File: config.mk
export PLATFORM = sky130hd
export DESIGN_NAME = fib_serial_gen
export DESIGN_NICKNAME = d
export VERILOG_FILES = /design/src/rtl/fib_pkg.sv /design/src/rtl/fib_bit_cell.sv /design/src/rtl/fib_serial_gen.sv
export SDC_FILE = /design/constraint.sdc
export NUM_CORES = 1
export LEC_CHECK = 0
export ABC_AREA = 1
export BUFFER_PORTS_ARGS = -buffer_cell sky130_fd_sc_hd__buf_4
export CORE_MARGIN = 2
export CORE_UTILIZATION = 43
export DETAILED_ROUTE_END_ITERATION = 10
export GPL_ROUTABILITY_DRIVEN = 1
export HOLD_SLACK_MARGIN = 0.15
export MAX_ROUTING_LAYER = met4
export PLACE_DENSITY = 0.67
export SYNTH_ARGS = -nofsm -noshare
export SYNTH_HDL_FRONTEND = slang
export SYNTH_SLANG_ARGS = --single-unit
File: constraint.sdc
create_clock -name clk -period 2.6 [get_ports clk]
set_clock_uncertainty 0.2 [all_clocks]
set_input_delay 0.13 -clock clk [delete_from_list [all_inputs] [get_ports clk]]
set_output_delay 0.13 -clock clk [all_outputs]
set_load 0.01 [all_outputs]
File: src/rtl/fib_pkg.sv
// fib_pkg: shared types and constants for the bit-serial Fibonacci generator.
//   fib_state_e  - controller state encoding (IDLE, ADD, DONE, HALT)
//   FIB_DEF_*    - default width, index width and seed values
//   fib_cnt_w()  - bit-counter width for a given term width
package fib_pkg;

  typedef enum logic [1:0] {
    ST_IDLE = 2'd0,
    ST_ADD  = 2'd1,
    ST_DONE = 2'd2,
    ST_HALT = 2'd3
  } fib_state_e;

  localparam int unsigned FIB_DEF_WIDTH  = 16;
  localparam int unsigned FIB_DEF_IDXW   = 8;
  localparam int unsigned FIB_DEF_SEED_A = 0;
  localparam int unsigned FIB_DEF_SEED_B = 1;

  // Counter only has to address bits 0..WIDTH-1; keep it at least 1 bit wide.
  function automatic int unsigned fib_cnt_w(input int unsigned w);
    return (w <= 2) ? 1 : $clog2(w);
  endfunction

  localparam int unsigned FIB_CNT_W = fib_cnt_w(FIB_DEF_WIDTH);

endpackage

File: src/rtl/fib_bit_cell.sv
// fib_bit_cell: single full-adder cell with a registered carry, the one
// arithmetic element shared by every bit position of the serial adder.
//   clk, reset  - rising-edge clock, asynchronous active-low reset
//   a, b        - operand bits for the current bit position
//   carry_clr   - synchronous clear of the carry flop (wins over en)
//   en          - advance: capture the carry-out of this bit
//   s           - combinational sum bit a ^ b ^ carry
//   carry       - registered carry into the current bit position
module fib_bit_cell (
  input  logic clk,
  input  logic reset,
  input  logic a,
  input  logic b,
  input  logic carry_clr,
  input  logic en,
  output logic s,
  output logic carry
);

  assign s = a ^ b ^ carry;

  always_ff @(posedge clk or negedge reset) begin
    if (!reset) begin
      carry <= 1'b0;
    end else if (carry_clr) begin
      carry <= 1'b0;
    end else if (en) begin
      carry <= (a & b) | (a & carry) | (b & carry);
    end
  end

endmodule

File: src/rtl/fib_serial_gen.sv
// fib_serial_gen: bit-serial Fibonacci term generator. Holds the previous
// term A and current term B; each accepted step adds A+B LSB-first through
// one fib_bit_cell over WIDTH cycles, then shifts the pair (A<=B, B<=sum).
//   clk       - rising-edge clock
//   reset     - asynchronous active-low reset
//   clear     - synchronous restart to seeds (beats everything but reset)
//   step      - request next term, sampled only in IDLE
//   busy      - high while in ADD or DONE
//   valid     - one-cycle pulse when term/index have just updated
//   term      - current term B (never shows a partial sum)
//   index     - sequence index of term, 1 after reset
//   overflow  - sticky carry-out of any addition
//   halted    - SATURATE=1 only: overflow seen, steps refused
//   state_dbg - current controller state (fib_state_e encoding)
//
// Handshake: step is a request, not a held level. It is taken only on an
// edge where the controller is IDLE (and clear is low); requests arriving
// while busy or halted are dropped, never queued. Completion is signalled by
// a single-cycle valid pulse coinciding with the first cycle that term and
// index show the new values: step accepted at edge 0 -> valid after edge
// WIDTH+1, next step can be accepted at edge WIDTH+2.
module fib_serial_gen
  import fib_pkg::*;
#(
  parameter int unsigned WIDTH    = FIB_DEF_WIDTH,
  parameter int unsigned SEED_A   = FIB_DEF_SEED_A,
  parameter int unsigned SEED_B   = FIB_DEF_SEED_B,
  parameter int unsigned IDXW     = FIB_DEF_IDXW,
  parameter bit          SATURATE = 1'b0
) (
  input  logic             clk,
  input  logic             reset,
  input  logic             clear,
  input  logic             step,
  output logic             busy,
  output logic             valid,
  output logic [WIDTH-1:0] term,
  output logic [IDXW-1:0]  index,
  output logic             overflow,
  output logic             halted,
  output logic [1:0]       state_dbg
);

  localparam int unsigned     CNTW      = fib_cnt_w(WIDTH);
  localparam logic [WIDTH-1:0] SEED_A_V = WIDTH'(SEED_A);
  localparam logic [WIDTH-1:0] SEED_B_V = WIDTH'(SEED_B);
  localparam logic [CNTW-1:0] CNT_LAST  = CNTW'(WIDTH - 1);
  localparam logic [CNTW-1:0] CNT_ONE   = CNTW'(1);
  localparam logic [IDXW-1:0] IDX_ONE   = IDXW'(1);

  fib_state_e       state_q;
  logic [WIDTH-1:0] a_q;
  logic [WIDTH-1:0] b_q;
  logic [WIDTH-1:0] s_q;
  logic [CNTW-1:0]  cnt_q;
  logic [IDXW-1:0]  index_q;
  logic             ovf_q;
  logic             halted_q;
  logic             busy_q;
  logic             valid_q;

  logic sum_bit;
  logic carry_q;
  logic cell_clr;
  logic cell_en;

  // A and B stay parallel during the add; the counter selects the bit, so
  // term (a direct view of B) cannot glitch mid-computation.
  assign cell_clr = clear | ((state_q == ST_IDLE) & step);
  assign cell_en  = (state_q == ST_ADD) & ~clear;

  fib_bit_cell u_cell (
    .clk       (clk),
    .reset     (reset),
    .a         (a_q[cnt_q]),
    .b         (b_q[cnt_q]),
    .carry_clr (cell_clr),
    .en        (cell_en),
    .s         (sum_bit),
    .carry     (carry_q)
  );

  always_ff @(posedge clk or negedge reset) begin
    if (!reset) begin
      state_q  <= ST_IDLE;
      a_q      <= SEED_A_V;
      b_q      <= SEED_B_V;
      s_q      <= '0;
      cnt_q    <= '0;
      index_q  <= IDX_ONE;
      ovf_q    <= 1'b0;
      halted_q <= 1'b0;
      busy_q   <= 1'b0;
      valid_q  <= 1'b0;
    end else if (clear) begin
      state_q  <= ST_IDLE;
      a_q      <= SEED_A_V;
      b_q      <= SEED_B_V;
      s_q      <= '0;
      cnt_q    <= '0;
      index_q  <= IDX_ONE;
      ovf_q    <= 1'b0;
      halted_q <= 1'b0;
      busy_q   <= 1'b0;
      valid_q  <= 1'b0;
    end else begin
      valid_q <= 1'b0;
      case (state_q)
        ST_IDLE: begin
          if (step) begin
            state_q <= ST_ADD;
            cnt_q   <= '0;
            s_q     <= '0;
            busy_q  <= 1'b1;
          end
        end
        ST_ADD: begin
          // Sum enters at the MSB; after WIDTH shifts bit 0 sits at s_q[0].
          s_q   <= {sum_bit, s_q[WIDTH-1:1]};
          cnt_q <= cnt_q + CNT_ONE;
          if (cnt_q == CNT_LAST) begin
            state_q <= ST_DONE;
          end
        end
        ST_DONE: begin
          busy_q <= 1'b0;
          cnt_q  <= '0;
          if (carry_q) begin
            ovf_q <= 1'b1;
          end
          if (SATURATE && carry_q) begin
            state_q  <= ST_HALT;
            halted_q <= 1'b1;
          end else begin
            a_q     <= b_q;
            b_q     <= s_q;
            if (index_q != '1) begin
              index_q <= index_q + IDX_ONE;
            end
            valid_q <= 1'b1;
            state_q <= ST_IDLE;
          end
        end
        ST_HALT: begin
          busy_q   <= 1'b0;
          halted_q <= 1'b1;
        end
        default: begin
          state_q <= ST_IDLE;
        end
      endcase
    end
  end

  assign busy      = busy_q;
  assign valid     = valid_q;
  assign term      = b_q;
  assign index     = index_q;
  assign overflow  = ovf_q;
  assign halted    = halted_q;
  assign state_dbg = state_q;

endmodule

### Yosys cells after proc, flatten, opt, wreduce, memory -nomap -nowiden

Cells that the tools add are included.

| word-level totals | value |
|---|---|
| flip-flop bits (word level) | 67 |
| input bits | 4 |
| output and inout bits | 30 |
| logic and storage cells | 81 |

| operators by class | value |
|---|---|
| $add $sub $neg | 2 |
| order comparisons | 1 |
| eq/ne operators | 7 |
| muxes and demuxes | 33 |
| bitwise logic cells | 11 |
| reductions and logical operators | 16 |

Operators by type and width:

| cell | number |
|---|---|
| 2-to-1 mux 16 bit | 6 |
| one-hot mux 16 bit (2 select lines) | 1 |
| 2-to-1 mux 8 bit | 3 |
| 2-to-1 mux 1 bit | 13 |
| one-hot mux 4 bit (3 select lines) | 1 |
| AND reduction 2 bit | 5 |
| nonzero test 2 bit | 5 |
| adder 8 x 1 -> 8 bit (second input constant) | 1 |
| binary-select mux 1 bit (select 4 bit) | 2 |
| 2-to-1 mux 4 bit | 2 |
| inequality test 8 bit (second input constant) | 1 |
| 2-to-1 mux 2 bit | 3 |
| one-hot mux 2 bit (3 select lines) | 1 |
| nonzero test 3 bit | 2 |
| bitwise AND 1 bit | 5 |
| < comparator 4 x 5 -> 1 bit (second input constant) | 1 |
| adder 4 x 1 -> 4 bit (second input constant) | 1 |
| == test 2 bit (second input constant) | 2 |
| == test 4 bit (second input constant) | 1 |
| nonzero test 4 bit | 1 |
| inequality test 3 x 2 -> 1 bit (second input constant) | 1 |
| inequality test 3 bit (second input constant) | 1 |
| OR 1 bit | 3 |
| AND reduction 3 bit | 1 |
| 6 further kinds | 7 |

### Depth between registers and ports, before layout

Gate-level depths: netlist (run 1).

| logic depth | value |
|---|---|
| word-level depth | 7 |
| gate-level depth with buffers | 11 |
| gate-level depth less buffers | 10 |

### By module

A second synthesis (run 1) with hierarchy kept.

| second synthesis, totals | value |
|---|---|
| cells, all modules | 418 |
| area total of the unflattened synthesis | 3,450.8 um2 |

By module, submodules not included:

| module | instances | cells an instance | area each (um2) |
|---|---|---|---|
| fib_serial_gen | 1 | 411 | 3,385.7 |
| fib_bit_cell | 1 | 7 | 65.1 |

### Least setup slack after synthesis (run 1)

Ideal clock, no wire load.

| path | value |
|---|---|
| kind | flip-flop to flip-flop |
| from | reg cnt_q[0] |
| to | reg s_q[15] |
| setup time | 76 ps |
| arrival | 1,710 ps |
| required time | 2,324 ps |
| slack | 614 ps |
| stages on the path, launching flop included | 12 |
| buffers on the path | 2 |
| period minus slack after synthesis | 1,986 ps |
| cells stage by stage | dfrtp_1 > buf_2 > inv_2 > buf_4 > nand2_1 > nand3_1 > nand3_1 > nand3_1 > nand2_1 > fa_1 > nand3_1 > o21ai_1 |

| on the way | value |
|---|---|
| word-level cells in the longest chain between the ends | 6 |
| elaborated cells between the ends (all ways) | 8 |

RTL lines:

| item | RTL line | source |
|---|---|---|
| start: declaration | fib_serial_gen.sv:55 | `logic [CNTW-1:0] cnt_q;` |
| start signal: assignment | fib_serial_gen.sv:120 | `cnt_q <= cnt_q + CNT_ONE;` |
| binary-select mux 1 bit (select 4 bit), on equally long branches | fib_serial_gen.sv:75, fib_serial_gen.sv:76 |  |
| 2-to-1 mux 1 bit, on equally long branches | fib_serial_gen.sv:75, fib_serial_gen.sv:76 |  |
| XOR 1 bit (*) (2 in series) | fib_bit_cell.sv:20 | `assign s = a ^ b ^ carry;` |
| one-hot mux 16 bit (2 select lines) (*) | fib_serial_gen.sv:108 | `case (state_q)` |
| 2-to-1 mux 16 bit (*) | fib_serial_gen.sv:95 | `end else if (clear) begin` |
| end signal: assignment | fib_serial_gen.sv:119 | `s_q <= {sum_bit, s_q[WIDTH-1:1]};` |
| end: declaration | fib_serial_gen.sv:54 | `logic [WIDTH-1:0] s_q;` |

Every way passes the cells marked *; elsewhere a longest branch is shown, timed or not. The select of a mux whose other input is x is not followed.
A chain may end at the register's enable or synchronous reset.

### Final worst setup path (run 1)

| path | value |
|---|---|
| from | reg cnt_q[1] |
| to | reg s_q[15] |

The elaborated chain is that of the path after synthesis.

==> results of run 1 <==
[per-layer routing]
metal	vias up	part of all wire (%)	GRT usage, %
met2	41	46	27.0
li1	1287	-	-
met5	-	0	-
met3	7	3.2	3.92
met1	1216	50	26.2
met4	0	1.4	6.41
[through the flow]
stage                     instances  setup WS (ns)  hold WS, ns  util (%)  instance area (um2)
after floorplan                 375          0.614       -0.366         -                 3240
after global placement          494          0.644       0.0846      48.5                 3520
after detailed placement        494          0.598       0.0931      48.5                 3520
after CTS                       511          0.582        0.271      51.4                 3730
after global routing            511          0.398        0.328      51.4                 3730
final                           511          0.570        0.245      51.4                 3730
[flip-flops by register name (all words and copies together) (netlist names)]
register and flops:
overflow 1, u_cell.carry 1, busy 1, s_q 16
index 8, state_dbg 2, term 16, valid 1
a_q 16, halted 1, cnt_q 4
[area by class of cell]
| type | instances | area, um2 | share of cell area (%) |
|---|---|---|---|
| clock inverters | 3 | 40.0 | 1.07 |
| clock buffers | 11 | 141 | 3.79 |
| inverters | 71 | 267 | 7.14 |
| flip-flops and latches | 67 | 1680 | 45.0 |
| multi-input cells | 220 | 1170 | 31.4 |
| well taps | 99 | 124 | 3.32 |
| repair buffers | 40 | 308 | 8.25 |
[cell usage in the layout, fill, tap and decap left out, types with 4 or more instances in the layout]
| cell type | count |
|---|---|
| a21oi_1 | 4 |
| nand2_2 | 4 |
| nand3_1 | 56 |
| o21ai_0 | 9 |
| buf_4 | 37 |
| dfrtp_1 | 65 |
| nand2_1 | 63 |
| o22ai_1 | 32 |
| nor2_1 | 13 |
| inv_1 | 66 |
| ha_1 | 6 |
| clkbuf_8 | 10 |
| inv_2 | 5 |
| o21ai_1 | 16 |
[cell families after synthesis]
group,after synthesis
DFF,67
and+or+nand+nor,144
AOI/OAI and AO/OA,69
adders and majority gates,7
buffers and inverters,88
[power by group through the flow]
stage	sequential, mW	clock (mW)	combinational (mW)
after global routing	1.20	0.893	0.961
after detailed placement	1.21	0	0.832
after global placement	1.21	0	0.830
final	1.19	0.837	0.833
after floorplan	1.22	0	0.630
after CTS	1.19	0.855	0.839
[final timing paths]
check,start,to,depth (start not counted),slack (ns)
setup / recovery,cnt_q[1],s_q[15],8,0.57
hold / removal,reset,s_q[11],2,0.24
setup reg to reg,cnt_q[1],s_q[15],8,0.57
hold reg to reg,s_q[0],term[0],2,0.30
max in group asynchronous,reset,term[2],2,1.42
min in group clk,s_q[0],term[0],2,0.30
==> flow_summary_export.csv, run 1 <==
group,metric,value,unit
critical_path,end_kind,"flip-flop",
floorplan,die_x,90.7,um
global_routing,grt_max_degree,68,
yosys,synth-simple-area-share,20.5,%
pwr,vdd_ir_drop_max,0.441,mV
cts,clock-root-buffer,"clkbuf_8",
yosys,synthFlopType,"dfrtp_1",
job,max_cap_violations,0,
critical_path,max_stage_delay,0.53,ns
sta,finalCriticalPeriod,2.03,ns
pwr,powerDensity,767,nW/um2
critical_path,startpoint_type,"flip-flop",
floorplan,num_io_pins,34,
sta,tightest_slew,0.833,ns
global_routing,grt-ovfl-total,0,
route,vias,2551,
sta,final-hold-violation-count,0,
cts,cts_setup_buffers,0,
yosys,synth_top_family_by_area,"simple AND/OR/NAND/NOR gates",
pwr,power.switching,1.00,mW
critical_path,crit_slowest_cell,"dfrtp_1",
layout,n_antenna_cell,0,
cts,cts-hold-fix-buffers,3,
yosys,syn-num-nets,386,
layout,fillers,670,
critical_path,crit_path_frequent_cell,"nand3_1",
floorplan,fp-row-count,31,
sta,grt_setup_unrepaired,"no",
floorplan,chipHeight,90.7,um
yosys,synth-seq-area-share,51.9,%
yosys,synthAdderAreaFrac,2.94,%
yosys,synth_top_area_share,50.3,%
sta,slew_headroom,44.5,%
yosys,synth_edf_count,0,
critical_path,worst-path-max-fanout,10,
critical_path,crit_path_cell_trace,"inv_2 -> nand3_1 -> nand3_1 -> nand3_1 -> nand2_1 -> fa_1 -> nand3_1 -> o21ai_1",
layout,nets,420,
placed_design,port_buffers,33,
cts,tritoncts.num_buffers,9,
placed_design,gp_congestion,0.931,
pwr,combPwrFrac,29.1,%
cts,cts_max_level,3,
yosys,synth_cell_types,27,
yosys,syn-cell-area,3240,um2
yosys,synth_area_leaders,"dfrtp_1, nand3_1, inv_1, nand2_1, o22ai_1",
pwr,switching_share,35.0,%
critical_path,critPathBufInv,1,
cts,clock-sinks,67,
yosys,synth_compound_area_share,12.8,%
global_routing,grt_pass1_vias,2489,
critical_path,worstPathArrival,2.10,ns
cts,cts_tree,"built",
critical_path,crit_family,"flip-flops",
hold_path,hp-class,"primary input to asynchronous set/reset pin",
sta,setup_violations,0,
sta,drv_slew,0,
cts,clkLatencyLatePin,0.35,ns
route,wl,6940,um
route,vias_per_cell,4.99,
yosys,postSynthAreaPerCell,8.63,um2
sta,setup_tns,0,ns
pwr,power_leakage,1.76,nW
yosys,yosysMostFrequentCell,"inv_1",
route,drc_errors,0,
sta,max_freq,0.493,GHz
yosys,synthTopCellsByCount,"inv_1, dfrtp_1, nand2_1",
route,dr.pass1.iters,4,
outcome,status,"finished clean",
route,wl_per_cell,13.6,um
global_routing,grt.total_usage,18.7,%
yosys,synth-seq-cells,67,
sta,finalCritPeriodShare,78.1,%
cts,clock_path_buffers,2,
yosys,yosysTopAreaCell,"dfrtp_1",
yosys,synthXorXnorAreaFrac,0,%
pwr,clockPowerShare,29.2,%
cts,cts.repair.resized,0,
cts,clk_pin_slew,0.08,ns
yosys,synth_mux_area_share,0,%
critical_path,crit_type,"flip-flop to flip-flop",
floorplan,coreArea,7250,um2
layout,syn2layout_area_growth,15.3,%
pwr,power,2.86,mW
pwr,seqPwrFrac,41.7,%
yosys,synth_cells,375,
pwr,internal-power,1.86,mW
floorplan,dieArea,8230,um2
critical_path,cp.required,2.67,ns
route,ant_nets,0,
yosys,synth_warnings,0,
yosys,async_flop_share,100,%
global_routing,grt_antenna_before_repair,0,
layout,layout-drive-gt1-share,17.7,%
global_routing,grt_pass1_wl,12000,um
floorplan,start_util,44.6,%
route,drtIter0Drc,140,
placed_design,hpwlAfterDp,4670,um
Power figures use the tool's default switching activity.
==> inputs of run 2 (changes only) <==
Clock period 2.6 ns to 2.07 ns, I/O delays scaled along.
==> run 2 against run 1 <==
- power is 33% higher
- routed wire length is 3.2% higher
- worst hold slack worse by 0.046 ns
- count of clock-buffer cells in the layout is 1 higher
- sequential cell count stayed put
- final cell count is 0.78% higher
- die area stayed put
- sequential power is 26% higher
- sequential share of layout area is 1.1 points lower
- combinational power is 33% higher
- highest routed layer unchanged
==> flow_summary_export.csv, run 2 (synthesis results as in run 1) <==
group,metric,value,unit
route,drc_errors,0,
cts,cts_tree,"built",
critical_path,r2r-end,"s_q[15]",
critical_path,startpoint_type,"flip-flop",
placed_design,port_buffers,33,
floorplan,num_io_pins,34,
layout,final_cell_mix,"inv_1, dfrtp_1, nand2_1, nand3_1, buf_4",
sta,whs,0.199,ns
floorplan,coreArea,7250,um2
placed_design,hpwlAfterDp,4820,um
sta,drv_slew,0,
pwr,switching_share,33.5,%
route,dr.pass1.iters,6,
global_routing,grt_antenna_before_repair,0,
route,wl,7160,um
sta,setup_tns,0,ns
route,ant_nets,0,
critical_path,cp.required,2.11,ns
floorplan,dieArea,8230,um2
layout,seq_area,1680,um2
global_routing,grt_max_degree,68,
sta,final-hold-violation-count,0,
pwr,powerDensity,999,nW/um2
sta,finalCriticalPeriod,1.91,ns
cts,clk_pin_slew,0.07,ns
pwr,power.switching,1.28,mW
sta,setup_violations,0,
job,max_cap_violations,0,
pwr,vdd_ir_drop_max,0.604,mV
pwr,clockPowerShare,31.7,%
pwr,power_leakage,1.81,nW
route,vias_per_cell,5.10,
critical_path,crit_type,"flip-flop to flip-flop",
pwr,seqPwrFrac,39.2,%
global_routing,grt-ovfl-total,0,
critical_path,worst-path-max-fanout,19,
layout,layout-drive-gt1-share,18.5,%
layout,nets,424,
placed_design,gp_congestion,0.836,
critical_path,crit_family,"simple AND/OR/NAND/NOR gates",
outcome,status,"finished clean",
route,vias,2628,
layout,syn2layout_area_growth,18.1,%
floorplan,chipHeight,90.7,um
critical_path,crit_slowest_cell,"fa_1",
cts,cts_max_level,3,
layout,fillers,675,
global_routing,grt_pass1_vias,2665,
critical_path,max_stage_delay,0.40,ns
critical_path,reg2reg_depth,9,
floorplan,fp-row-count,31,
critical_path,r2r_slack,0.16,ns
layout,layout_commonest_cell,"inv_1",
global_routing,grt_pass1_wl,12400,um
critical_path,r2r-start,"cnt_q[0]",
sta,slew_headroom,43.7,%
layout,n_antenna_cell,0,
critical_path,worstPathArrival,1.94,ns
critical_path,critical_path_depth,9,
critical_path,crit_path_frequent_cell,"nand3_1",
pwr,combPwrFrac,29.1,%
cts,clock-root-buffer,"clkbuf_8",
sta,tightest_slew,0.845,ns
critical_path,end_kind,"flip-flop",
global_routing,grt.total_usage,19.3,%
critical_path,critPathBufInv,1,
critical_path,crit_path_cell_trace,"clkinv_2 -> nand2_1 -> nand3_1 -> nand3_1 -> nand3_1 -> nand2_1 -> fa_1 -> nand3_1 -> o21ai_1",
route,drtIter0Drc,136,
route,wl_per_cell,13.9,um
cts,clkLatencyLatePin,0.34,ns
floorplan,start_util,44.6,%
critical_path,worstSetupEndpoint,"s_q[15]",
hold_path,hp-class,"primary input to asynchronous set/reset pin",
cts,clock-sinks,67,
sta,max_freq,0.524,GHz
critical_path,crit_start,"cnt_q[0]",
cts,clock_path_buffers,2,
pwr,internal-power,2.54,mW
layout,multiInputGateArea,1170,um2
floorplan,die_x,90.7,um
sta,grt_setup_unrepaired,"no",
cts,tritoncts.num_buffers,9,
sta,finalCritPeriodShare,92.2,%
layout,fin_util,52.7,%
run 2: through the flow:
stage | instances | area (um2) | setup slack [ns] | total power [mW]
4_1_cts | 515 | 3820 | 0.130 | 3.85
6_report | 515 | 3820 | 0.162 | 3.82
2_1_floorplan | 375 | 3240 | 0.0840 | 2.32
3_5_place_dp | 498 | 3570 | 0.127 | 2.63
3_3_place_gp | 498 | 3570 | 0.192 | 2.61
5_1_grt | 515 | 3820 | 0.0125 | 4.06
run 2: cell type report:
type                            count  share of cell area (%)
Tap cell                           99                    3.24
Inverter                           71                    7.01
Multi-Input combinational cell    220                    30.7
Clock buffer                       12                    4.06
Timing Repair Buffer               44                    9.50
Sequential cell                    67                    43.9
Clock inverter                      2                    1.57
run 2: timing repair:
action                                  4_1_cts  5_1_grt
hold buffers                                  3        0
hold endpoints to repair                     86        0
setup buffers                                 0        0
resized for setup                             0        1
endpoints found under the setup margin        0        1
run 2: metal layers:
metal  up-vias  routed length, um  global-route usage (%)
met4         0                109                    7.95
met2        35               3390                    30.8
met5         -                  0                       -
li1       1294                  -                       -
met1      1288               3440                    24.3
met3        11                219                    3.67
run 2: worst min-delay path by stage:
stage | endpoint | cells after the start
6_report | s_q[12] | 2
5_1_grt | s_q[4] | 2
4_1_cts | s_q[12] | 2
3_5_place_dp | s_q[12] | 1
3_3_place_gp | s_q[12] | 1
2_1_floorplan | a_q[0] | 0
run 2: worst reg2reg max path, stage by stage, from the launching register on:
cell	delay (ns)
dfrtp_1	0.36
clkinv_2	0.22
nand2_1	0.16
nand3_1	0.09
nand3_1	0.08
nand3_1	0.08
nand2_1	0.08
fa_1	0.40
nand3_1	0.08
o21ai_1	0.06
run 2: power by group through the flow:
stage	sequential [mW]	clock (mW)	combinational, mW
2_1_floorplan	1.53	0	0.791
3_3_place_gp	1.52	0	1.08
3_5_place_dp	1.52	0	1.11
4_1_cts	1.50	1.23	1.12
5_1_grt	1.51	1.29	1.26
6_report	1.50	1.21	1.11
==> inputs of run 3 (changes only) <==
Settings changed: CORE_UTILIZATION 43 to 30, CTS_BUF_LIST set to sky130_fd_sc_hd__clkbuf_8, PLACE_DENSITY 0.67 to 0.52.
==> run 3 against run 2 <==
- via count down 1.5%
- routed wire length up 3.4%
- final area up 2.2%
- clock power about the same
- first-iteration DRC count up 13%
- sequential cell count unchanged
==> flow_summary_export.csv, run 3 (synthesis results as in run 1) <==
group,metric,value,unit
outcome,status,"finished clean",
placed_design,dp_slack,0.131,ns
critical_path,critical_path_depth,9,
cts,clock-root-buffer,"clkbuf_8",
sta,max_freq,0.524,GHz
critical_path,r2r-end,"s_q[15]",
sta,setup_ws,0.162,ns
sta,slew_headroom,65.8,%
critical_path,crit_path_cell_trace,"buf_6 -> nand2_1 -> nand3_1 -> nand3_1 -> nand3_1 -> nand2_1 -> fa_1 -> nand3_1 -> o21ai_1",
sta,whs,0.302,ns
sta,finalCriticalPeriod,1.91,ns
critical_path,r2r-start,"cnt_q[0]",
critical_path,crit_start,"cnt_q[0]",
global_routing,grt-ovfl-total,0,
critical_path,end_kind,"flip-flop",
route,ant_nets,0,
critical_path,crit_slowest_cell,"fa_1",
layout,nets,426,
job,max_cap_violations,0,
cts,clock_path_buffers,2,
floorplan,die_x,108,um
layout,n_antenna_cell,0,
layout,layout-drive-gt1-share,19.0,%
critical_path,worstSetupEndpoint,"s_q[15]",
route,vias,2589,
critical_path,r2r_slack,0.16,ns
placed_design,port_buffers,33,
layout,final_cell_mix,"inv_1, dfrtp_1, nand2_1, nand3_1, buf_4",
route,wl,7410,um
global_routing,use_met2,21.6,%
global_routing,grt_antenna_before_repair,0,
floorplan,dieArea,11600,um2
route,dr.pass1.iters,4,
critical_path,cp.required,2.14,ns
floorplan,chipHeight,108,um
critical_path,startpoint_type,"flip-flop",
pwr,vdd_ir_drop_max,0.335,mV
critical_path,crit_family,"adder cells",
sta,drv_slew,0,
pwr,power_leakage,1.82,nW
critical_path,worstPathArrival,1.98,ns
floorplan,num_io_pins,34,
layout,syn2layout_area_growth,20.7,%
route,drtIter0Drc,154,
floorplan,start_util,31.1,%
global_routing,grt.total_usage,14.2,%
floorplan,coreArea,10400,um2
cts,clkLatencyLatePin,0.35,ns
sta,tightest_slew,0.513,ns
placed_design,gp_congestion,0.811,
critical_path,worst-path-max-fanout,17,
global_routing,use_met1,18.7,%
sta,setup_tns,0,ns
route,vias_per_cell,4.66,
sta,finalCritPeriodShare,92.2,%
global_routing,grt_pass1_vias,2563,
critical_path,crit_path_frequent_cell,"nand3_1",
critical_path,crit_type,"flip-flop to flip-flop",
sta,grt_setup_unrepaired,"no",
pwr,powerDensity,980,nW/um2
layout,layout_commonest_cell,"inv_1",
critical_path,reg2reg_depth,9,
global_routing,busiest_layer,"met2",
cts,tritoncts.num_buffers,9,
pwr,power,3.83,mW
global_routing,grt_max_degree,39,
global_routing,met3_usage,3.33,%
route,drc_errors,0,
cts,clock-sinks,67,
sta,final-hold-violation-count,0,
critical_path,critPathBufInv,1,
sta,setup_violations,0,
hold_path,hp-class,"flip-flop to flip-flop",
floorplan,fp-row-count,37,
cts,cts_max_level,3,
global_routing,grt_pass1_wl,12500,um
cts,clk_pin_slew,0.07,ns
route,wl_per_cell,13.3,um
placed_design,hpwlAfterDp,5060,um
cts,cts_tree,"built",
critical_path,max_stage_delay,0.50,ns
run 3: changes by cell type in the layout (fill, tap and decap cells not counted):
cell | before | now
buf_12 | 2 | 3
buf_4 | 39 | 38
buf_6 | 0 | 1
clkbuf_1 | 1 | 0
clkbuf_8 | 11 | 9
clkinv_4 | 0 | 2
clkinvlp_4 | 0 | 1
dlygate4sd3_1 | 3 | 4
inv_1 | 66 | 67
inv_4 | 0 | 1
run 3: per-layer routing:
metal | vias to the layer above | wire length [um]
li1 | 1296 | -
met1 | 1251 | 3630
met2 | 34 | 3480
met3 | 8 | 194
met4 | 0 | 110
met5 | - | 0
run 3: worst min path at each step:
stage,start,to,depth (start not counted)
finish,halted,halted,2
global route,busy,busy,2
CTS,halted,halted,2
detailed placement,reset,s_q[9],1
global placement,reset,s_q[9],1
floorplan,reset,a_q[0],0
run 3: timing repair:
action	in CTS	in global routing
resized for setup	0	3
hold buffers	4	0
buffers inserted	0	0
endpoints found under the setup margin	0	1
endpoints found under the hold margin	86	0
run 3: layout make-up:
cell class              instances  area [um2]
flip-flops and latches         67        1680
repair buffers                 46         397
multi-input cells             220        1170
fillers                      1068        6510
well taps                     136         170
clock buffers                   9         124
inverters                      71         269
clock inverters                 7        93.8
run 3: tightest hold or removal path: cells and delay by family (launching register included):
kind	cells	cell delay, ns
flip-flops	1	0.35
AND/OR/NAND/NOR	2	0.11
run 3: power by group:
group,switching [mW],internal (mW)
logic,0.722,0.411
clock network,0.514,0.675
registers,0.0933,1.41
total,1.33,2.50
run 3: metrics by stage:
| stage | cells | area (um2) | utilization [%] |
|---|---|---|---|
| global placement | 536 | 3640 | 35.0 |
| global route | 556 | 3910 | 37.5 |
| floorplan | 375 | 3240 | - |
| finish | 556 | 3910 | 37.5 |
| detailed placement | 536 | 3640 | 35.0 |
| CTS | 556 | 3900 | 37.4 |
